===== src/rtl/sp_ram_pkg.sv =====
// Shared widths and word/address types for the 16x8 single-port RAM.
// Pulled in by the RAM and by anything that drives it.
package sp_ram_pkg;

    localparam int DATA_WIDTH = 8;
    localparam int ADDR_WIDTH = 4;
    localparam int DEPTH      = 2 ** ADDR_WIDTH;

    typedef logic [DATA_WIDTH-1:0] data_t;
    typedef logic [ADDR_WIDTH-1:0] addr_t;

endpackage : sp_ram_pkg


===== src/rtl/sp_ram_16x8.sv =====
// Synchronous single-port RAM with a registered, write-first read port.
// Reset clears only the output register; stored words survive it.
module sp_ram_16x8 #(
    parameter int DATA_WIDTH = sp_ram_pkg::DATA_WIDTH,
    parameter int ADDR_WIDTH = sp_ram_pkg::ADDR_WIDTH
) (
    input  logic                  clk,
    input  logic                  rst,
    input  logic [DATA_WIDTH-1:0] data,
    input  logic [ADDR_WIDTH-1:0] addr,
    input  logic                  we,
    output logic [DATA_WIDTH-1:0] q
);

    localparam int DEPTH = 2 ** ADDR_WIDTH;

    logic [DATA_WIDTH-1:0] r_mem [DEPTH];
    logic [DATA_WIDTH-1:0] r_q;

    // Array and output register share one process so the tools map it onto RAM.
    always_ff @(posedge clk) begin
        if (we) begin
            r_mem[addr] <= data;
        end
        if (rst) begin
            r_q <= '0;
        end else if (we) begin
            r_q <= data;
        end else begin
            r_q <= r_mem[addr];
        end
    end

    assign q = r_q;

endmodule : sp_ram_16x8


===== config.mk =====
export PLATFORM = sky130hd
export DESIGN_NAME = sp_ram_16x8
export DESIGN_NICKNAME = d
export VERILOG_FILES = /design/src/rtl/sp_ram_pkg.sv /design/src/rtl/sp_ram_16x8.sv
export SDC_FILE = /design/constraint.sdc
export NUM_CORES = 1
export LEC_CHECK = 0
export CORE_MARGIN = 2
export CORE_UTILIZATION = 38
export CTS_CLUSTER_SIZE = 8
export DETAILED_ROUTE_END_ITERATION = 10
export SYNTH_ARGS = -nofsm -noshare
export SYNTH_HDL_FRONTEND = slang
export SYNTH_SLANG_ARGS = --single-unit

===== constraint.sdc =====
create_clock -name clk -period 3.4 [get_ports clk]
set_input_delay 1.02 -clock clk [delete_from_list [all_inputs] [get_ports clk]]
set_output_delay 1.02 -clock clk [all_outputs]
set_load 0.02 [all_outputs]

-- Word-level counts from Yosys, hierarchy flattened
Memories as Yosys holds them, arrays and structs flattened. A register that Yosys moved wholly into a read port is not among the register bits.
Index checks and enable logic that the tools add are counted.
- muxes and demuxes: 2
- operators with widths (kind ; count):
    1-bit 2-to-1 mux ; 2
- bits in writable memories: 128
- bits of input ports: 15
- output and inout port bits: 8
- register bits after elaboration: 0
- word-level logic and storage cells: 3
- memories kept: 1
- memory list (memory ; depth ; width ; rd ports ; clocked after memory_dff ; wr ports ; RTL line ; source):
    r_mem ; 16 ; 8 ; 1 ; 1 ; 1 ; sp_ram_16x8.sv:17 ; logic [DATA_WIDTH-1:0] r_mem [DEPTH];

-- Depth between registers and ports, before layout
- word-level depth: 2
- depth in mapped cells: 6
- mapped depth without buffers: 4

-- Worst setup path after synthesis
Ideal clock, no wire load.
- path type: input to register
- from: input addr[3]
- to: memory r_mem[5][0], enable pin
- stages on the path: 5
- arrival time: 1.936 ns
- required time: 3.030 ns
- setup slack: 1.094 ns
- setup time: 0.370 ns
- path buffers: 2
- path through: buf_6 > buf_2 > inv_1 > nand3_1 > nor2_1
- RTL lines (item ; RTL line ; source):
    start, declared ; sp_ram_16x8.sv:10 ; input logic [ADDR_WIDTH-1:0] addr,
    end, declared ; sp_ram_16x8.sv:17 ;
No word-level cell before the write port.

-- Final worst setup path
- from: input addr[1]
- to: memory r_mem[3][4], enable pin
No word-level cell before the write port.

==> tab_implementation.tex <==
\begin{tabular}{lr}
\hline
Metric & Value \\
\hline
\multicolumn{2}{l}{\textbf{Routing}} \\
\quad First DRT Iteration DRCs & between 200 and 300 \\
\quad Detailed Routing Iterations Pass 1 & 4 \\
\quad Post-route DRC & 0 \\
\quad Final wirelength & 11,500 um \\
\quad Via density per instance & roughly 5.2 \\
\quad Residual antenna-violating net count after detailed routing & 0 \\
\quad Final routed wire length divided by cell count & $\sim$21 um \\
\quad Via count of the routed design & around 2,800 \\
\multicolumn{2}{l}{\textbf{Pwr}} \\
\quad Leak Pwr & between 2 and 2.5 nW \\
\quad Power density over the cells & around 630 nW/um\^{}2 \\
\quad Worst IR Drop VDD & between 0.0003 and 0.0004 V \\
\multicolumn{2}{l}{\textbf{Hold path}} \\
\quad Class of the worst hold path & flip-flop to flip-flop \\
\multicolumn{2}{l}{\textbf{Floorplan}} \\
\quad Total core area & 13,800 sq um \\
\quad Total die area & $\sim$15,000 sq um \\
\quad Placement Rows & 43 \\
\quad Die width & about 120 um \\
\quad Io pins & 23 \\
\quad Starting utilization of the core area & roughly two fifths \\
\quad Die Y & 122 um \\
\multicolumn{2}{l}{\textbf{Worst setup path}} \\
\quad Crit Path Category & input port to flip-flop \\
\quad Largest fanout on the critical path & 12 \\
\quad Worst R2R Setup Slack & 1930 ps \\
\quad Endpoint type of the worst setup path & flip-flop \\
\quad Data required time of the critical path & between 3000 and 4000 ps \\
\quad CP startpoint kind & input port \\
\quad Crit path arrival time & about 2800 ps \\
\multicolumn{2}{l}{\textbf{Yosys}} \\
\quad Post-Syn Area per Cell & approximately 18 sq um \\
\quad Mapped Area & 5320 sq um \\
\quad Mapped Cells & 297 \\
\quad Net count of the mapped netlist & between 300 and 400 \\
\quad Number of warning messages in the yosys log & 0 \\
\quad Flops \& latches, synth & 136 \\
\quad Sequential fraction of the synthesis area & around three quarters \\
\quad Distinct cell type count after synthesis & 25 \\
\multicolumn{2}{l}{\textbf{CTS}} \\
\quad CTS resizes & 0 \\
\quad Number of buffers created by CTS & 17 \\
\quad Clock sink count & between 100 and 150 \\
\quad Clock slew at the register clock pins of the worst setup and hold paths & about 60 ps \\
\quad Number of hold buffers added after cts & 0 \\
\quad Clock latency on the worst-skew pair & about 410 ps \\
\quad Post-CTS repair timing setup buffer count & 0 \\
\quad Clk root buf & clkbuf\_16 \\
\quad H-tree depth & 4 \\
\quad CTS tree & yes \\
\quad Maximum buffer depth of the clock tree & 2 \\
\multicolumn{2}{l}{\textbf{Finish}} \\
\quad Count of fill cells added during filler insertion & roughly 1,200 \\
\quad Fraction of final layout cells sized beyond drive strength 1 & roughly 17\% \\
\quad Antenna diode instance count & 0 \\
\quad Area added between synthesis and finish & 20.7\% \\
\quad Final Net Count & roughly 360 \\
\quad Most common cell after layout, fill and taps aside & edfxtp\_1 \\
\quad Most frequent cells in the layout & edfxtp\_1, mux2i\_1, buf\_4 \\
\multicolumn{2}{l}{\textbf{Timing}} \\
\quad Final critical-path share of the clock period & around four fifths \\
\quad Worst-case setup margin in the final layout & just under 700 ps \\
\quad Minimum period implied by the final worst setup slack & approximately 2700 ps \\
\quad Final setup violation count & 0 \\
\quad Slew Limit Headroom & a little under two fifths \\
\quad Tightest Pin Transition & roughly 900 ps \\
\quad Number of endpoints with negative hold slack in the final report & 0 \\
\quad Final setup skew & approximately 4.6 ps \\
\quad Peak clock frequency supported by timing & $\sim$0.37 GHz \\
\quad Setup TNS after final layout & 0 ps \\
\quad Final max-slew violation count & 0 \\
\quad Setup repair after global routing missed its margin & false \\
\multicolumn{2}{l}{\textbf{Global route}} \\
\quad Initial antenna violation count & 0 \\
\quad Tot GR Track Use & between 10\% and 20\% \\
\quad First-pass GRT wire length & between 15,000 and 20,000 um \\
\quad Total congestion overflow after global routing & 0 \\
\quad Largest net degree at the start of global routing & 19 \\
\quad Via count of the first global-routing pass & 2,894 \\
\multicolumn{2}{l}{\textbf{Placement}} \\
\quad DP Worst Slack & between 200 and 300 ps \\
\quad Port Buf Inserts & 22 \\
\quad Half-perimeter wire length of the detailed placement result & 7560 um \\
\quad RD Place Congestion & approximately 0.82 \\
\multicolumn{2}{l}{\textbf{Outcome}} \\
\quad Run status & finished clean \\
\multicolumn{2}{l}{\textbf{Job}} \\
\quad Max Cap Violations & 0 \\
\hline
\end{tabular}
[where the power goes]
part / internal (mW) / leakage, nW / switching [mW] / total, mW
Sequential: 1.87 / 1.22 / 0.0122 / 1.88
Combinational: 0.0897 / 0.695 / 0.137 / 0.226
Clock: 1.29 / 0.295 / 0.663 / 1.95
Total: 3.25 / 2.21 / 0.812 / 4.06
[per-layer routing]
| metal | part of all wire, % | wire [um] | global-route usage, % | up-vias |
|---|---|---|---|---|
| li1 | - | - | - | 1294 |
| met1 | 44 | 5010 | 22.0 | 1387 |
| met2 | 48 | 5470 | 24.9 | 74 |
| met3 | 5.8 | 663 | 4.14 | 21 |
| met4 | 2.7 | 312 | 7.61 | 0 |
| met5 | 0 | 0 | 0 | - |
[synth_stat cells, drive strengths merged]
cell type	n	area share [%]
clkbuf	3	0.21
nand3b	2	0.28
or3b	1	0.16
nand2	1	0.070
buf	14	2.3
nor2	16	1.1
o21ai	8	0.75
inv	9	0.63
clkinv	1	0.070
nand3	5	0.47
o22ai	16	1.9
a221oi	16	2.6
nand2b	2	0.24
mux4	8	3.4
nor2b	1	0.12
edfxtp	128	72
a211oi	8	1.1
mux2i	48	9.0
dfxtp	8	3.0
and2	1	0.12
or2	1	0.16
[path summary, 6_finish.rpt]
kind	cells after the start	to	from
max	4	r_mem[3][4]	addr[1]
min	4	q[3]	r_mem[7][3]
max reg2reg	4	q[0]	r_mem[10][0]
min reg2reg	4	q[3]	r_mem[7][3]
[flip-flops by register name, summed over array words and instances (netlist names)]
signal	flops
r_mem	128
q	8
[through the flow]
step | utilization, % | total power [mW] | instances | cell area (sq um) | hold slack, ps
4_1_cts | 46.6 | 4.09 | 536 | 6420 | 819
3_5_place_dp | 42.0 | 2.15 | 504 | 5790 | 812
2_1_floorplan | - | 2.04 | 297 | 5320 | 727
6_report | 46.6 | 4.06 | 536 | 6420 | 825
3_3_place_gp | 42.0 | 2.14 | 504 | 5790 | 807
5_1_grt | 46.6 | 4.18 | 536 | 6420 | 899
[worst max-delay path, cell delays in order]
cell	delay (ps)
clkdlybuf4s50_1	630
buf_4	230
nand2_1	130
nor2_1	740
[cells by family (layout without fill, tap and decap cells)]
logic type	after synthesis	in the layout	synth area share, %
simple gates	30	30	2.75
buf+inv	27	86	3.22
mux	56	56	12.4
compound gates	48	48	6.39
flops	136	136	75.2
[layout make-up]
class	instances	area (sq um)	area share [%]
clock buffers	18	429	6.68
clock inverters	14	205	3.19
inverters	10	37.5	0.584
multi-input cells	134	1150	17.9
flip-flops and latches	136	4000	62.3
well taps	180	225	3.51
repair buffers	44	375	5.84
(Power assumes the default switching activity.)
